## config.mk

```make
export PLATFORM = sky130hd
export DESIGN_NAME = chdr_src_flow_ctrl
export DESIGN_NICKNAME = d
export VERILOG_FILES = /design/src/rtl/chdr_fc_pkg.sv /design/src/rtl/chdr_fc_credit_tracker.sv /design/src/rtl/chdr_src_flow_ctrl.sv
export SDC_FILE = /design/constraint.sdc
export NUM_CORES = 2
export LEC_CHECK = 0
export BUFFER_PORTS_ARGS = -buffer_cell sky130_fd_sc_hd__clkbuf_2
export CAP_MARGIN = 20
export CORE_UTILIZATION = 45
export CTS_CLUSTER_DIAMETER = 40
export DETAILED_ROUTE_END_ITERATION = 6
export GPL_TIMING_DRIVEN = 1
export PLACE_DENSITY = 0.77
export SLEW_MARGIN = 10
export SYNTH_ARGS = -nofsm -noshare
export SYNTH_HDL_FRONTEND = slang
export SYNTH_SLANG_ARGS = --single-unit
```

## constraint.sdc

```tcl
create_clock -name rfnoc_chdr_clk -period 18.9 [get_ports rfnoc_chdr_clk]
set_input_delay 1.89 -clock rfnoc_chdr_clk [delete_from_list [all_inputs] [get_ports rfnoc_chdr_clk]]
set_output_delay 1.89 -clock rfnoc_chdr_clk [all_outputs]
set_load 0.1 [all_outputs]
```

## src/rtl/chdr_fc_pkg.sv

```systemverilog
// Shared widths, FSM state type and the credit-fit helper for the CHDR source flow-control gate.
package chdr_fc_pkg;

  localparam int FC_BYTES_W = 64;
  localparam int FC_PKTS_W  = 40;

  typedef enum logic [1:0] {
    ST_UNCFG = 2'd0,
    ST_IDLE  = 2'd1,
    ST_PASS  = 2'd2
  } fc_state_e;

  // (sent - acked) wraps mod 2^64; the sum is widened by one bit so it cannot wrap past cap.
  function automatic logic fc_fits(input logic [63:0] sent, input logic [63:0] acked,
                                   input logic [63:0] len, input logic [63:0] cap);
    logic [64:0] need;
    need = {1'b0, sent - acked} + {1'b0, len};
    return need <= {1'b0, cap};
  endfunction

endpackage

```

## src/rtl/chdr_fc_credit_tracker.sv

```systemverilog
// Cumulative sent/acked counters, downstream capacity, packet-fit decision and the sticky
// STRS monotonicity error.
module chdr_fc_credit_tracker
  import chdr_fc_pkg::*;
#(
  parameter int CAP_BYTES_W = 40,
  parameter int CAP_PKTS_W  = 24
) (
  input  logic                   clk_i,
  input  logic                   rst_i,
  input  logic                   load_i,
  input  logic [CAP_BYTES_W-1:0] cap_bytes_i,
  input  logic [CAP_PKTS_W-1:0]  cap_pkts_i,
  input  logic                   admit_i,
  input  logic [15:0]            pkt_len_i,
  input  logic                   strs_en_i,
  input  logic [FC_BYTES_W-1:0]  strs_bytes_i,
  input  logic [FC_PKTS_W-1:0]   strs_pkts_i,
  output logic [FC_BYTES_W-1:0]  sent_bytes_o,
  output logic [FC_PKTS_W-1:0]   sent_pkts_o,
  output logic                   fit_o,
  output logic                   fc_err_o
);

  logic [CAP_BYTES_W-1:0] cap_bytes_q, cap_bytes_d;
  logic [CAP_PKTS_W-1:0]  cap_pkts_q, cap_pkts_d;
  logic [FC_BYTES_W-1:0]  sent_bytes_q, sent_bytes_d, acked_bytes_q, acked_bytes_d;
  logic [FC_PKTS_W-1:0]   sent_pkts_q, sent_pkts_d, acked_pkts_q, acked_pkts_d;
  logic                   fc_err_q, fc_err_d;

  logic [FC_BYTES_W-1:0]  win_bytes, back_bytes;
  logic [FC_PKTS_W-1:0]   win_pkts, back_pkts;
  logic                   strs_ok;

  // An update is monotone when it does not move acked backwards nor past sent.
  assign win_bytes  = sent_bytes_q - acked_bytes_q;
  assign back_bytes = sent_bytes_q - strs_bytes_i;
  assign win_pkts   = sent_pkts_q - acked_pkts_q;
  assign back_pkts  = sent_pkts_q - strs_pkts_i;
  assign strs_ok    = (back_bytes <= win_bytes) && (back_pkts <= win_pkts);

  assign fit_o = fc_fits(sent_bytes_q, acked_bytes_q, 64'(pkt_len_i), 64'(cap_bytes_q))
               & fc_fits(64'(win_pkts), 64'd0, 64'd1, 64'(cap_pkts_q));

  always_comb begin
    cap_bytes_d   = cap_bytes_q;
    cap_pkts_d    = cap_pkts_q;
    sent_bytes_d  = sent_bytes_q;
    sent_pkts_d   = sent_pkts_q;
    acked_bytes_d = acked_bytes_q;
    acked_pkts_d  = acked_pkts_q;
    fc_err_d      = fc_err_q;
    if (load_i) begin
      cap_bytes_d   = cap_bytes_i;
      cap_pkts_d    = cap_pkts_i;
      sent_bytes_d  = '0;
      sent_pkts_d   = '0;
      acked_bytes_d = '0;
      acked_pkts_d  = '0;
      fc_err_d      = 1'b0;
    end else if (strs_en_i) begin
      if (strs_ok) begin
        acked_bytes_d = strs_bytes_i;
        acked_pkts_d  = strs_pkts_i;
      end else begin
        fc_err_d = 1'b1;
      end
    end
    if (admit_i) begin
      sent_bytes_d = sent_bytes_d + 64'(pkt_len_i);
      sent_pkts_d  = sent_pkts_d + 40'd1;
    end
  end

  always_ff @(posedge clk_i) begin
    if (rst_i) begin
      cap_bytes_q   <= '0;
      cap_pkts_q    <= '0;
      sent_bytes_q  <= '0;
      sent_pkts_q   <= '0;
      acked_bytes_q <= '0;
      acked_pkts_q  <= '0;
      fc_err_q      <= 1'b0;
    end else begin
      cap_bytes_q   <= cap_bytes_d;
      cap_pkts_q    <= cap_pkts_d;
      sent_bytes_q  <= sent_bytes_d;
      sent_pkts_q   <= sent_pkts_d;
      acked_bytes_q <= acked_bytes_d;
      acked_pkts_q  <= acked_pkts_d;
      fc_err_q      <= fc_err_d;
    end
  end

  assign sent_bytes_o = sent_bytes_q;
  assign sent_pkts_o  = sent_pkts_q;
  assign fc_err_o     = fc_err_q;

endmodule

```

## src/rtl/chdr_src_flow_ctrl.sv

```systemverilog
// Source-side CHDR flow-control gate: admits whole packets only when downstream credit allows.
//   state    | meaning
//   ST_UNCFG | no capacity loaded, input blocked
//   ST_IDLE  | packet boundary, head packet gated by credit fit
//   ST_PASS  | inside an admitted packet, beats pass ungated
module chdr_src_flow_ctrl
  import chdr_fc_pkg::*;
#(
  parameter int CHDR_W      = 64,
  parameter int CAP_BYTES_W = 40,
  parameter int CAP_PKTS_W  = 24
) (
  input  logic                   rfnoc_chdr_clk,
  input  logic                   rfnoc_chdr_rst,
  input  logic                   cfg_valid,
  output logic                   cfg_ready,
  input  logic [CAP_BYTES_W-1:0] cfg_cap_bytes,
  input  logic [CAP_PKTS_W-1:0]  cfg_cap_pkts,
  input  logic [CHDR_W-1:0]      s_axis_tdata,
  input  logic                   s_axis_tlast,
  input  logic                   s_axis_tvalid,
  output logic                   s_axis_tready,
  input  logic [15:0]            s_axis_pkt_len,
  output logic [CHDR_W-1:0]      m_axis_tdata,
  output logic                   m_axis_tlast,
  output logic                   m_axis_tvalid,
  input  logic                   m_axis_tready,
  input  logic                   strs_valid,
  input  logic [FC_BYTES_W-1:0]  strs_xfer_bytes,
  input  logic [FC_PKTS_W-1:0]   strs_xfer_pkts,
  output logic [FC_BYTES_W-1:0]  sent_bytes,
  output logic [FC_PKTS_W-1:0]   sent_pkts,
  output logic                   stalled,
  output logic                   fc_err
);

  fc_state_e state_q;
  logic      cfg_ready_q;
  logic      fit, load, admit, last_hs;

  assign load    = cfg_valid & cfg_ready_q;
  assign admit   = (state_q == ST_IDLE) & s_axis_tvalid & fit & m_axis_tready;
  assign last_hs = (state_q == ST_PASS) & s_axis_tvalid & m_axis_tready & s_axis_tlast;

  chdr_fc_credit_tracker #(
    .CAP_BYTES_W (CAP_BYTES_W),
    .CAP_PKTS_W  (CAP_PKTS_W)
  ) u_credit (
    .clk_i        (rfnoc_chdr_clk),
    .rst_i        (rfnoc_chdr_rst),
    .load_i       (load),
    .cap_bytes_i  (cfg_cap_bytes),
    .cap_pkts_i   (cfg_cap_pkts),
    .admit_i      (admit),
    .pkt_len_i    (s_axis_pkt_len),
    .strs_en_i    (strs_valid & (state_q != ST_UNCFG)),
    .strs_bytes_i (strs_xfer_bytes),
    .strs_pkts_i  (strs_xfer_pkts),
    .sent_bytes_o (sent_bytes),
    .sent_pkts_o  (sent_pkts),
    .fit_o        (fit),
    .fc_err_o     (fc_err)
  );

  always_ff @(posedge rfnoc_chdr_clk) begin
    if (rfnoc_chdr_rst) begin
      state_q     <= ST_UNCFG;
      cfg_ready_q <= 1'b1;
    end else begin
      case (state_q)
        ST_UNCFG: if (load) state_q <= ST_IDLE;
        ST_IDLE: begin
          if (admit && !s_axis_tlast) begin
            state_q     <= ST_PASS;
            cfg_ready_q <= 1'b0;
          end
        end
        ST_PASS: begin
          if (last_hs) begin
            state_q     <= ST_IDLE;
            cfg_ready_q <= 1'b1;
          end
        end
        default: begin
          state_q     <= ST_UNCFG;
          cfg_ready_q <= 1'b1;
        end
      endcase
    end
  end

  // Zero-latency datapath: only the handshake is gated, and only at packet boundaries.
  always_comb begin
    s_axis_tready = 1'b0;
    m_axis_tvalid = 1'b0;
    case (state_q)
      ST_IDLE: begin
        s_axis_tready = fit & m_axis_tready;
        m_axis_tvalid = s_axis_tvalid & fit;
      end
      ST_PASS: begin
        s_axis_tready = m_axis_tready;
        m_axis_tvalid = s_axis_tvalid;
      end
      default: ;
    endcase
  end

  assign m_axis_tdata = s_axis_tdata;
  assign m_axis_tlast = s_axis_tlast;
  assign stalled      = (state_q == ST_IDLE) & s_axis_tvalid & ~fit;
  assign cfg_ready    = cfg_ready_q;

endmodule

```

==> run_results.csv <==
group,metric,value,unit
run_status,status,"completed",
timing,worstMarginPinSlew,1.09,ns
cells_and_area,final_common_cell,"nand2_1",
yosys,dominantRegCellSynth,"dfxtp_1",
clocking,clock_latency,0.62,ns
setup_path,slowest_stage,"or3_1",
cells_and_area,layout.nets,5225,
cells_and_area,fillers,6981,
power_and_ir_drop,powerDensity,79.7,mW/mm²
route,ant_nets,0,
clocking,cts_hold_buf,0,
clocking,post_cts_buffers,0,
cells_and_area,layout_common_cells,"nand2_1, inv_1, ha_1",
cells_and_area,final_cell_area,0.0362,mm²
timing,skew,0.0362,ns
floorplanning,die_w,271,µm
global_routing,grt_max_degree,72,
power_and_ir_drop,ir_worst_vdd,0.0637,mV
setup_path,crit_top_cell,"a21o_1",
global_routing,grt_pass1_wl,165000,µm
route,drtIter0Drc,2547,
route,drc,0,
route,wl,105000,µm
timing,maxSlewViolCount,0,
floorplanning,die_y,271,µm
timing,fin_crit_sh,61.6,%
power_and_ir_drop,leakagePower,16.9,nW
yosys,synth_top_cell_area_share,17.0,%
floorplanning,io_pins,429,
hold_path,hold_class,"reg -> reg",
yosys,synthArstFlopShare,0,%
setup_path,max_stage_delay,0.52,ns
yosys,yosysSeqAreaShare,17.0,%
cells_and_area,area_growth,11.4,%
floorplanning,start_util,45.4,%
timing,setup_slack,7.26,ns
clocking,cts.sinks,276,
yosys,syn_area,0.0325,mm²
floorplanning,die_area,0.0732,mm²
yosys,avgSynthCellArea,7.39,µm²
timing,relSlewSlack,26.9,%
timing,grt_setup_unrepaired,"no",
global_routing,antenna_found_initial,4,
yosys,syn_inst,4397,
timing,final-hold-violation-count,0,
floorplanning,placementRows,98,
setup_path,cp-end-kind,"output port",
route,dr_total_vias,32800,
global_routing,grt_pass1_vias,30700,
route,wl_per_cell,19.0,µm
clocking,root_buffer,"clkbuf_16",
route,first_pass_iters,6,
clocking,cts_buffers,54,
yosys,yosys.area.top_type,"dfxtp_1",
route,viasPerCell,5.90,
setup_path,worstPathArrival,9.75,ns
floorplanning,coreArea,0.0715,mm²
cells_and_area,final_layout_size_suffix_gt1_share,11.7,%
clocking,clk_path_buf_depth,3,
yosys,synth_warnings,0,
timing,setup-tns-final,0,ns
run,maxCapViolCount,0,
setup_path,path_max_fanout,7,
timing,period_minus_slack,11.64,ns
yosys,synth_cell_type_count,100,
yosys,synth_edf_count,0,
yosys,synth_nets,5067,
clocking,cts_tree,"yes",
setup_path,cp.required,17.01,ns
yosys,synth_seq_cells,276,
timing,setup_viol,0,
setup_path,cp-start-kind,"register",
placed_design,gp_congestion,0.986,
yosys,yosys-top-cells-area,"dfxtp_1, ha_1, a21oi_1, mux2i_1, nand2_1",
setup_path,critPathKind,"reg -> out",
placed_design,dp_hpwl,84300,µm
placed_design,place_area,0.0342,mm²
timing,timing.fmax,85.9,MHz
timing,hold_ws,0.454,ns
clocking,htreeDepth,2,
placed_design,dp_slack,7.50,ns
global_routing,grt_use_total,27.7,%
placed_design,portBuffers,300,
clocking,path_clk_slew,0.06,ns
global_routing,grt_overflow,0,
clocking,cts-resized-gates,0,
==> metrics by stage <==
step                util (%)  std cells  power (mW)
global placement        47.9       5446        1.83
finish                  50.6       5555        2.88
CTS                     50.6       5548        2.89
detailed placement      47.9       5447        1.85
floorplan                  -       4397        1.58
global route            50.6       5555        3.06
==> layout make-up <==
class	instances	area, µm²	area share [%]
multi-input cells	3486	24300	67.2
clock inverters	42	513	1.42
well taps	950	1190	3.29
clock buffers	59	1400	3.87
flip-flops and latches	276	5530	15.3
diodes	5	12.5	0.0346
repair buffers	327	1700	4.70
inverters	410	1540	4.26
==> Yosys cell counts (all sizes together), types with 34 or more instances <==
master,n
a211oi,40
a21o,133
a21oi,383
and2,49
and3,55
buf,93
clkbuf,132
dfxtp,276
ha,409
inv,410
mux2i,165
nand2,426
nand2b,61
nand3,119
nand4,95
nor2,325
nor2b,52
nor3,99
nor4,68
o211ai,36
o21a,49
o21ai,174
o21bai,34
o31ai,38
or3,86
or4,36
xnor2,169
xor2,63
==> cells by family (layout without fill, tap and decap cells) <==
kind of cell	Yosys count	in the layout	synth area share, %
buffers and inverters	635	838	8.33
DFF	276	276	17.0
muxes	170	170	5.26
and+or+nand+nor	1578	1578	25.3
other	0	5	0
adders and majority gates	415	415	16.1
AOI/OAI and AO/OA	1091	1091	21.7
xor gates and xnor gates	232	232	6.26
==> routing by layer <==
layer	track usage (%)	routed length [µm]
met5	0	0
met4	10.2	3670
met3	3.33	6290
met2	46.7	48700
met1	36.0	46800
==> power by group <==
| group | internal, mW | switching (mW) | total (mW) |
|---|---|---|---|
| logic | 0.502 | 0.763 | 1.26 |
| registers | 0.595 | 0.00766 | 0.602 |
| clock network | 0.625 | 0.392 | 1.02 |
==> final timing paths <==
path / from / end / slack (ns) / depth (start not counted)
worst max-delay path: u_credit.sent_bytes_o[1] / s_axis_tready / 7.26 / 33
worst max register to register: u_credit.sent_bytes_o[1] / u_credit.sent_pkts_o[8] / 8.94 / 33
worst min-delay path: u_credit.cap_bytes_q[12] / u_credit.cap_bytes_q[12] / 0.45 / 2
worst min register to register: u_credit.cap_bytes_q[12] / u_credit.cap_bytes_q[12] / 0.45 / 2
==> registers in the layout, summed over array words and instances (netlist names), 2 cells and up <==
register	flops
u_credit.cap_bytes_q	40
state_q	2
u_credit.sent_bytes_o	64
u_credit.acked_bytes_q	64
u_credit.acked_pkts_q	40
u_credit.sent_pkts_o	40
u_credit.cap_pkts_q	24
==> worst max-delay path: cells and delay by family (launching register included) <==
kind                     cells  cell delay (ns)
buffers and inverters        2             0.55
AO/OA/AOI/OAI               15             3.55
flip-flops                   1             0.47
XOR/XNOR                     2             0.41
AND/OR/NAND/NOR             11             2.96
adder cells (fa/ha/maj)      3             1.18
No activity file was read; power rests on OpenSTA's default activity.
